File: config.mk
export PLATFORM = sky130hd
export DESIGN_NAME = matmul_apb
export DESIGN_NICKNAME = d
export VERILOG_FILES = /design/src/rtl/matmul_apb.sv
export SDC_FILE = /design/constraint.sdc
export NUM_CORES = 2
export LEC_CHECK = 0
export CORE_ASPECT_RATIO = 0.7
export CORE_MARGIN = 8
export CORE_UTILIZATION = 35
export DETAILED_ROUTE_END_ITERATION = 6
export MAX_ROUTING_LAYER = met4
export PLACE_DENSITY = 0.58
export RECOVER_POWER = 100
export SYNTH_ARGS = -nofsm -noshare
export SYNTH_HDL_FRONTEND = slang
export SYNTH_SLANG_ARGS = --single-unit
File: constraint.sdc
create_clock -name clk_i -period 32.7 [get_ports clk_i]
set_input_delay 6.54 -clock clk_i [delete_from_list [all_inputs] [get_ports clk_i]]
set_output_delay 6.54 -clock clk_i [all_outputs]
set_load 0.005 [all_outputs]
File: src/rtl/matmul_apb.sv
`default_nettype none
// ============================================================================
//  Module      : matmul_apb
//  Description : APB-mapped signed integer matrix-multiply accelerator.
//                C[NxM] = A[NxK] x B[KxM] (+ previous C when bias is set),
//                computed with one MAC per cycle into one of SP_NTARGETS
//                scratchpad matrices that remain readable over APB.
//  Ports       : clk_i, rst_i             clock / sync active-high reset
//                paddr_i, pwdata_i,       APB request
//                psel_i, penable_i,
//                pwrite_i, pstrb_i
//                pready_o, pslverr_o,     APB response (zero wait states)
//                prdata_o
//                busy_o                   computation in progress
//                done_o                   one-cycle completion pulse
//  Revision    : 1.0 - initial release
// ============================================================================
module matmul_apb #(
    parameter int DATA_WIDTH  = 8,
    parameter int BUS_WIDTH   = 32,
    parameter int ADDR_WIDTH  = 16,
    parameter int SP_NTARGETS = 4
) (
    input  logic                    clk_i,
    input  logic                    rst_i,
    input  logic [BUS_WIDTH-1:0]    pwdata_i,
    input  logic [ADDR_WIDTH-1:0]   paddr_i,
    input  logic                    psel_i,
    input  logic                    penable_i,
    input  logic                    pwrite_i,
    input  logic [BUS_WIDTH/8-1:0]  pstrb_i,
    output logic                    pready_o,
    output logic                    pslverr_o,
    output logic [BUS_WIDTH-1:0]    prdata_o,
    output logic                    busy_o,
    output logic                    done_o
);

    localparam int c_MAX_DIM  = BUS_WIDTH / DATA_WIDTH;
    localparam int c_DIM_W    = $clog2(c_MAX_DIM);
    localparam int c_SP_DEPTH = SP_NTARGETS * c_MAX_DIM * c_MAX_DIM;
    localparam int c_SP_AW    = $clog2(c_SP_DEPTH);
    localparam int c_IDX_W    = ADDR_WIDTH - 5;
    localparam int c_FLG_W    = c_MAX_DIM * c_MAX_DIM;
    localparam int c_FLG_AW   = $clog2(c_FLG_W);
    localparam int c_NB       = BUS_WIDTH / 8;

    localparam logic [4:0] c_REG_CTRL  = 5'h00;
    localparam logic [4:0] c_REG_A     = 5'h04;
    localparam logic [4:0] c_REG_B     = 5'h08;
    localparam logic [4:0] c_REG_FLAGS = 5'h0C;
    localparam logic [4:0] c_REG_SP    = 5'h10;

    // Storable CTRL bits: bias, write/read target and the three dimensions.
    localparam logic [BUS_WIDTH-1:0] c_CTRL_MASK = BUS_WIDTH'(16'h3F3E);
    localparam logic [1:0]           c_DIM_LAST  = 2'(c_MAX_DIM - 1);

    localparam logic [1:0] c_ST_IDLE = 2'd0;
    localparam logic [1:0] c_ST_MAC  = 2'd1;
    localparam logic [1:0] c_ST_WB   = 2'd2;
    localparam logic [1:0] c_ST_DONE = 2'd3;

    logic [1:0]           state_q, state_d;
    logic [BUS_WIDTH-1:0] ctrl_q;
    logic [BUS_WIDTH-1:0] a_q  [c_MAX_DIM];
    logic [BUS_WIDTH-1:0] b_q  [c_MAX_DIM];
    logic [BUS_WIDTH-1:0] sp_q [c_SP_DEPTH];
    logic [c_FLG_W-1:0]   flags_q;
    logic [c_DIM_W-1:0]   i_q, j_q, k_q;
    logic [BUS_WIDTH-1:0] acc_q;
    logic                 ovf_q;

    function automatic logic [BUS_WIDTH-1:0] merge_bytes(
        input logic [BUS_WIDTH-1:0] old_v,
        input logic [BUS_WIDTH-1:0] new_v,
        input logic [c_NB-1:0]      strb
    );
        logic [BUS_WIDTH-1:0] r;
        r = old_v;
        for (int b = 0; b < c_NB; b++) begin
            if (strb[b]) r[b*8 +: 8] = new_v[b*8 +: 8];
        end
        return r;
    endfunction

    // Dimension fields larger than the array size are clamped so the
    // datapath never indexes outside the operand storage.
    function automatic logic [c_DIM_W-1:0] clamp_dim(input logic [1:0] f);
        return (f > c_DIM_LAST) ? c_DIM_W'(c_DIM_LAST) : c_DIM_W'(f);
    endfunction

    // ---------------- APB decode ----------------
    logic                 w_access, w_mapped, w_err, w_wr_ok, w_start, w_start_bad;
    logic [4:0]           w_region;
    logic [c_IDX_W-1:0]   w_idx;
    logic [BUS_WIDTH-1:0] w_ctrl_new;

    assign w_access    = psel_i & penable_i;
    assign w_region    = paddr_i[4:0];
    assign w_idx       = paddr_i[ADDR_WIDTH-1:5];
    assign w_ctrl_new  = merge_bytes(ctrl_q, pwdata_i, pstrb_i);
    assign w_start_bad = w_ctrl_new[0] && ({1'b0, w_ctrl_new[3:2]} >= 3'(SP_NTARGETS));

    always_comb begin
        w_mapped = 1'b0;
        case (w_region)
            c_REG_CTRL, c_REG_FLAGS: w_mapped = (w_idx == '0);
            c_REG_A, c_REG_B:        w_mapped = (w_idx < c_IDX_W'(c_MAX_DIM));
            c_REG_SP:                w_mapped = (w_idx < c_IDX_W'(c_SP_DEPTH));
            default:                 w_mapped = 1'b0;
        endcase
    end

    assign w_err = !w_mapped ||
                   (pwrite_i && (busy_o || w_region == c_REG_FLAGS || w_region == c_REG_SP ||
                                 (w_region == c_REG_CTRL && w_start_bad)));
    assign w_wr_ok   = w_access && pwrite_i && !w_err;
    assign w_start   = w_wr_ok && (w_region == c_REG_CTRL) && w_ctrl_new[0];
    assign pready_o  = w_access;
    assign pslverr_o = w_access && w_err;

    always_comb begin
        prdata_o = '0;
        if (w_access && !pwrite_i && !w_err) begin
            case (w_region)
                c_REG_CTRL:  prdata_o = ctrl_q;
                c_REG_A:     prdata_o = a_q[w_idx[c_DIM_W-1:0]];
                c_REG_B:     prdata_o = b_q[w_idx[c_DIM_W-1:0]];
                c_REG_FLAGS: prdata_o[c_FLG_W-1:0] = flags_q;
                c_REG_SP:    prdata_o = sp_q[w_idx[c_SP_AW-1:0]];
                default:     prdata_o = '0;
            endcase
        end
    end

    // ---------------- MAC datapath ----------------
    logic [c_DIM_W-1:0]          w_n_last, w_k_last, w_m_last;
    logic                        w_last_elem;
    logic signed [DATA_WIDTH-1:0]   w_a_elem, w_b_elem;
    logic signed [2*DATA_WIDTH-1:0] w_prod_n;
    logic signed [BUS_WIDTH-1:0] w_prod;
    logic [BUS_WIDTH-1:0]        w_seed, w_base, w_sum;
    logic [c_SP_AW-1:0]          w_sp_idx;
    logic [c_FLG_AW-1:0]         w_flag_idx;
    logic                        w_ovf_step;

    assign w_n_last    = clamp_dim(ctrl_q[9:8]);
    assign w_k_last    = clamp_dim(ctrl_q[11:10]);
    assign w_m_last    = clamp_dim(ctrl_q[13:12]);
    assign w_last_elem = (i_q == w_n_last) && (j_q == w_m_last);

    assign w_a_elem = a_q[i_q][int'(k_q)*DATA_WIDTH +: DATA_WIDTH];
    assign w_b_elem = b_q[k_q][int'(j_q)*DATA_WIDTH +: DATA_WIDTH];
    assign w_prod_n = w_a_elem * w_b_elem;
    assign w_prod   = BUS_WIDTH'(w_prod_n);

    assign w_sp_idx   = c_SP_AW'(int'(ctrl_q[3:2])*c_MAX_DIM*c_MAX_DIM +
                                 int'(i_q)*c_MAX_DIM + int'(j_q));
    assign w_flag_idx = c_FLG_AW'(int'(i_q)*c_MAX_DIM + int'(j_q));
    assign w_seed     = ctrl_q[1] ? sp_q[w_sp_idx] : '0;
    // First MAC of an element starts from the seed rather than the stale accumulator.
    assign w_base     = (k_q == '0) ? w_seed : acc_q;
    assign w_sum      = w_base + w_prod;
    // Signed overflow: both addends share a sign that the result does not.
    assign w_ovf_step = (w_base[BUS_WIDTH-1] == w_prod[BUS_WIDTH-1]) &&
                        (w_sum[BUS_WIDTH-1] != w_base[BUS_WIDTH-1]);

    assign busy_o = (state_q == c_ST_MAC) || (state_q == c_ST_WB);
    assign done_o = (state_q == c_ST_DONE);

    always_comb begin
        state_d = state_q;
        case (state_q)
            c_ST_IDLE, c_ST_DONE: state_d = w_start ? c_ST_MAC : c_ST_IDLE;
            c_ST_MAC:             if (k_q == w_k_last) state_d = c_ST_WB;
            c_ST_WB:              state_d = w_last_elem ? c_ST_DONE : c_ST_MAC;
            default:              state_d = c_ST_IDLE;
        endcase
    end

    always_ff @(posedge clk_i) begin
        if (rst_i) begin
            state_q <= c_ST_IDLE;
            ctrl_q  <= '0;
            flags_q <= '0;
            i_q     <= '0;
            j_q     <= '0;
            k_q     <= '0;
            acc_q   <= '0;
            ovf_q   <= 1'b0;
            for (int n = 0; n < c_MAX_DIM; n++) begin
                a_q[n] <= '0;
                b_q[n] <= '0;
            end
            for (int n = 0; n < c_SP_DEPTH; n++) sp_q[n] <= '0;
        end else begin
            state_q <= state_d;
            if (w_wr_ok) begin
                case (w_region)
                    c_REG_CTRL: ctrl_q <= w_ctrl_new & c_CTRL_MASK;
                    c_REG_A:    a_q[w_idx[c_DIM_W-1:0]] <=
                                    merge_bytes(a_q[w_idx[c_DIM_W-1:0]], pwdata_i, pstrb_i);
                    c_REG_B:    b_q[w_idx[c_DIM_W-1:0]] <=
                                    merge_bytes(b_q[w_idx[c_DIM_W-1:0]], pwdata_i, pstrb_i);
                    default:    ;
                endcase
            end
            case (state_q)
                c_ST_IDLE, c_ST_DONE: begin
                    if (w_start) begin
                        flags_q <= '0;
                        i_q     <= '0;
                        j_q     <= '0;
                        k_q     <= '0;
                    end
                end
                c_ST_MAC: begin
                    acc_q <= w_sum;
                    ovf_q <= ((k_q == '0) ? 1'b0 : ovf_q) | w_ovf_step;
                    if (k_q != w_k_last) k_q <= k_q + 1'b1;
                end
                c_ST_WB: begin
                    sp_q[w_sp_idx] <= acc_q;
                    if (ovf_q) flags_q[w_flag_idx] <= 1'b1;
                    k_q <= '0;
                    if (j_q == w_m_last) begin
                        j_q <= '0;
                        if (i_q != w_n_last) i_q <= i_q + 1'b1;
                    end else begin
                        j_q <= j_q + 1'b1;
                    end
                end
                default: ;
            endcase
        end
    end

endmodule
`default_nettype wire

# ---- Word-level counts from Yosys, hierarchy flattened
# Memory sizes are Yosys's and may differ from the RTL's. A register that Yosys moved wholly into a read port is not among the register bits.
# Index checks and enable logic that the tools add are counted.
dict set report op_classes {
  n_addsub 7
  multipliers 1
  n_lt_le_gt_ge 7
  n_eq_ne 20
  shift 2
  n_mux 86
  bitwise 3
  n_reduce_logical 35
}
# operator count
set ops {}
lappend ops {{8-bit 2-to-1 mux} 32}
lappend ops {{32-bit 2-to-1 mux} 6}
lappend ops {{32-bit OR reduction} 3}
lappend ops {{16-bit case mux with 5 select lines} 1}
lappend ops {{32-bit by 6-bit variable part select with 8-bit output} 2}
lappend ops {{16-bit case mux with 3 select lines} 1}
lappend ops {{32-bit adder} 1}
lappend ops {{16-bit 2-to-1 mux} 2}
lappend ops {{2-bit 2-to-1 mux} 16}
lappend ops {{16-bit case mux with 2 select lines} 1}
lappend ops {{1-bit 2-to-1 mux} 20}
lappend ops {{8-bit by 8-bit multiplier with 16-bit output} 1}
lappend ops {{16-bit bitwise OR} 1}
lappend ops {{2-bit case mux with 3 select lines} 2}
lappend ops {{1-bit logical AND} 11}
lappend ops {{11-bit logical NOT} 1}
lappend ops {{11-bit by 3-bit less-than comparator with 1-bit output (second input constant)} 1}
lappend ops {{11-bit by 7-bit less-than comparator with 1-bit output (second input constant)} 1}
lappend ops {{5-bit by 4-bit equality test with 1-bit output (second input constant)} 2}
lappend ops {{3-bit AND reduction} 3}
lappend ops {{2-bit by 1-bit != test with 1-bit output (second input constant)} 4}
lappend ops {{2-bit case mux with 2 select lines} 2}
lappend ops {{2-bit by 1-bit adder with 2-bit output (second input constant)} 3}
lappend ops {{6-bit by 2-bit adder with 6-bit output} 1}
lappend ops {{other kinds (27)} 43}
dict set report word_totals {
  regBits 68
  ram_bits 2304
  mem_count 3
}
# memory depth word_bits rd rd_clocked_by_memory_dff wr line
set mem_list {}
lappend mem_list {sp_q 64 32 2 0 64 67} ;# logic [BUS_WIDTH-1:0] sp_q [c_SP_DEPTH];
lappend mem_list {a_q 4 32 2 1 4 65} ;# logic [BUS_WIDTH-1:0] a_q [c_MAX_DIM];
lappend mem_list {b_q 4 32 2 1 4 66} ;# logic [BUS_WIDTH-1:0] b_q [c_MAX_DIM];

# ---- Longest topological paths before layout
dict set report logic_depth {
  ltp_word 14
  ltp_mapped 44
  depth_no_buf 33
}

# ---- Least setup slack after synthesis
# OpenSTA, ideal clock, no wires.
dict set report synth_path {
  kind {input -> output}
  from {in paddr_i[5]}
  to {out prdata_o[15]}
  t_arrival_ps 9629
  t_required_ps 26160
  slack_ps 16531
  cell_stages 12
  cell_sequence {clkbuf_1 clkbuf_1 buf_2 clkbuf_1 buf_1 mux4_2 mux2i_1 o22ai_1 a211oi_1 a31oi_1 a21oi_1 nor2_1}
}
dict set report synth_between {
  elab_chain_len 7
}
# element line
set synth_lines {}
lappend synth_lines {{start, declared} 27} ;# input logic [ADDR_WIDTH-1:0] paddr_i,
lappend synth_lines {{11-bit by 7-bit less-than comparator with 1-bit output (tied with other cells)} 109} ;# c_REG_SP: w_mapped = (w_idx < c_IDX_W'(c_SP_DEPTH));
lappend synth_lines {{1-bit case mux with 3 select lines} 106} ;# case (w_region)
lappend synth_lines {{1-bit logical NOT} 114} ;# assign w_err = !w_mapped ||
lappend synth_lines {{1-bit logical OR} 114}
lappend synth_lines {{1-bit logical NOT} 124} ;# if (w_access && !pwrite_i && !w_err) begin
lappend synth_lines {{1-bit logical AND} 124}
lappend synth_lines {{32-bit 2-to-1 mux *} 124}
lappend synth_lines {{end, declared} 34} ;# output logic [BUS_WIDTH-1:0] prdata_o,
# Every way passes the cells marked *; elsewhere a longest branch is shown, timed or not.

# ---- Final worst setup path
dict set report layout_path {
  from {in paddr_i[5]}
  to {out prdata_o[17]}
}
# The elaborated chain is that of the path after synthesis.

==> out/metrics.yaml <==
cp_common_cell: "clkbuf_1"
avgRoutedWirePerCell_um: 40.59
clk_path_buf_depth: 4
fmax_ghz: 0.04336
async_reset_ff_share_pct: 0
cp.depth: 12
post_cts_resized: 0
seq_power_share_pct: 50.3
slowest_delay_ns: 3.12
nets: 9407
start_util_pct: 35.16
grt_pass1_wl_mm: 791.4
syn_area_per_cell_sq_um: 13.17
regToRegSetupSlack_ns: 10.41
final_antenna_net_count: 0
fillCellCount: 33856
combPwrFrac_pct: 9.9
num_vias: 100928
hold_violations: 0
peakVddDrop_v: 0.00004592
hp-class: "flop to flop"
synth_flop_cell: "edfxtp_1"
vias_per_cell: 7.031
drive_gt1_share_pct: 17.76
track_usage_pct: 29.96
rows: 185
cts_buffers: 232
cp.arrival_ns: 16.52
gp_congestion: 0.9959
io_pins: 93
worst_clock_skew_ns: 0.08141
tightestPinTransition_ns: 6.163
critPathCaptureType: "primary output"
setup_violations: 0
p_clk_share_pct: 39.8
antenna_found_initial: 66
power_switching_mw: 1.804
htreeDepth: 4
drtIter0Drc: 20820
die_w_um: 737.5
area_delta_synth_final_pct: 10.26
path_cells: "buf_8, clkbuf_1, buf_12, clkbuf_1, or2_2, o21ai_0, a32o_1, nand4_1, or3_1, a31o_1, a21oi_1, dlygate4sd3_1"
layout_common_cells: "edfxtp_1, nor3_1, mux4_2"
cts.hold.buffers_added: 0
drt-total-wl_mm: 582.7
required_ns: 26.16
post-route-util_pct: 38.77
failed_checks: "DRC, capacitance limit, slew limit"
drcViolationCount: 14
io_buffers: 92
cts_tree: "yes"
finalSetupTns_ns: 0
synth_edf_count: 2304
p_leak_nw: 42.96
syn_inst: 9684
maxCapViolCount: 182
ys_ff_latch: 2376
clkTransAtPathRegs_ns: 0.07
cp_num_buf_inv: 5
cts_num_sinks: 2376
insertion_delay_ns: 0.95
yosysWarnings: 0
crit_path_max_fanout: 90
hold_path_end: "flags_q[0]$_SDFFE_PP0P_"
hp-start: "flags_q[0]$_SDFFE_PP0P_"
critical_path_class: "input pin to primary output"
core_area_sq_um: 362700
period_needed_ns: 23.06
hold_depth: 2
die_height_um: 521.1
grt_pass1_vias: 94066
swShare_pct: 25.60
cts-root-buf: "clkbuf_16"
status: "finished, violations left"
rsz0062_at_grt: "no"
rr_startpoint: "j_q[0]$_SDFFE_PP0P_"
grt_max_degree: 153
rr_endpoint: "acc_q[31]$_SDFFE_PP0P_"
overflow: 0
final.period_utilization_pct: 70.53
p_int_mw: 5.242
relSlewSlack_pct: -310.8
ys_types: 91
synth_area_sq_um: 127500
power.density_nw_per_um2: 50.10
post_cts_buffers: 0
start_kind: "input pin"
final_common_cell: "edfxtp_1"
dpl.hpwl_mm: 359.4
p_total_mw: 7.046
worstRegToRegCells: 25
crit_family: "buffers and inverters"
die-area_sq_um: 384300
ys_seq_area_share_pct: 55.37
maxSlewViolCount: 4607
slowest_stage: "clkbuf_1"
syn-num-nets: 9858
dr.pass1.iters: 7
synthesized netlist by cell type, types with 10 or more instances:
library cell,instances,area share (%)
a211oi_1,38,0.22
a21o_1,71,0.42
a21oi_1,192,0.75
a221o_1,24,0.19
a221oi_1,237,1.6
a22o_1,99,0.68
a22oi_1,312,1.8
a31oi_1,84,0.41
and2_1,444,2.2
and3_1,11,0.054
buf_1,172,0.51
buf_2,62,0.24
buf_4,18,0.11
buf_6,12,0.11
clkbuf_1,892,2.6
dfxtp_1,72,1.1
edfxtp_1,2304,54
fa_1,56,0.88
ha_1,61,0.60
inv_1,199,0.59
mux2_2,89,0.79
mux2i_1,225,1.8
mux4_2,877,15
nand2_1,234,0.69
nand2b_1,79,0.39
nand3_1,40,0.16
nand4_1,35,0.17
nor2_1,499,1.5
nor2b_1,10,0.049
nor3_1,1696,6.7
nor4_1,18,0.088
o211ai_1,15,0.088
o21a_1,10,0.059
o21ai_0,158,0.62
o221ai_1,21,0.14
o22a_1,11,0.076
o22ai_1,87,0.43
o2bb2ai_1,10,0.069
or3_1,13,0.064
xnor2_1,35,0.24
xor2_1,10,0.069
flip-flops by register name (all words and copies together), names as in the netlist, named ones only:
name and count:
k_q 2, acc_q 32, sp_q 2048, flags_q 16, i_q 2, ovf_q 1, b_q 128, ctrl_q 11
state_q 2, j_q 2, a_q 128
how the worst max path moves through the flow:
stage,from,end,slack (ns)
3_3_place_gp,paddr_i[6],prdata_o[24],13.36
5_1_grt,paddr_i[5],prdata_o[17],8.78
4_1_cts,paddr_i[6],prdata_o[24],13.28
3_5_place_dp,paddr_i[6],prdata_o[24],13.28
2_1_floorplan,paddr_i[5],prdata_o[15],16.53
6_report,paddr_i[5],prdata_o[17],9.64
final cells by class:
cell class	count	area, sq um	area share, %
multi-input combinational	5945	52010	36.98
inverter	205	782.0	0.5560
clock inverter	136	1304	0.9270
antenna	76	190.2	0.1352
timing repair buffer	473	3446	2.450
sequential	2376	70650	50.24
tap	4862	6083	4.326
clock buffer	282	6171	4.388
worst register-to-register path: cells and delay by family, from the launching register on:
family	cells	cell delay, ns
AOI/OAI and AO/OA	15	6.05
and+or+nand+nor	3	3.07
DFF	1	0.92
buffers and inverters	6	11.78
adders and majority gates	1	0.33
layer usage:
metal  part of all wire, %  global-route usage [%]  up-vias
met4                   4.6                   11.18        0
met1                    36                   38.22    51205
met2                    38                   37.08    10539
met3                    22                   19.50     1704
met5                     0                       -        -
li1                      -                       -    37480
logic make-up (layout without fill, tap and decap cells):
kind of cell	Yosys count	count (layout)	synth area share (%)
fa+ha+maj	119	119	1.493
compound gates	1465	1465	8.301
other cells	0	76	0
simple gates	3118	3118	12.20
mux	1198	1198	18.10
xor+xnor	45	45	0.3090
buf+inv	1363	1096	4.221
flops	2376	2376	55.37
power by group through the flow:
stage          Clock (mW)  Combinational, mW  Sequential (mW)
2_1_floorplan           0              0.402             3.57
3_3_place_gp            0              0.667             3.58
3_5_place_dp            0              0.671             3.59
4_1_cts              2.78              0.674             3.53
5_1_grt              2.89              0.713             3.55
6_report             2.80              0.700             3.54
through the flow:
step / setup slack, ns / std cells / cell area [sq um] / hold WS [ns]
after floorplan: 16.53 / 9684 / 127500 / 0.4366
after global placement: 13.36 / 13859 / 134200 / 0.4486
after detailed placement: 13.28 / 13859 / 134200 / 0.4614
after global routing: 8.776 / 14339 / 140600 / 0.4928
after CTS: 13.28 / 14277 / 141700 / 0.4772
final: 9.638 / 14355 / 140600 / 0.4802
(Power assumes the default switching activity.)
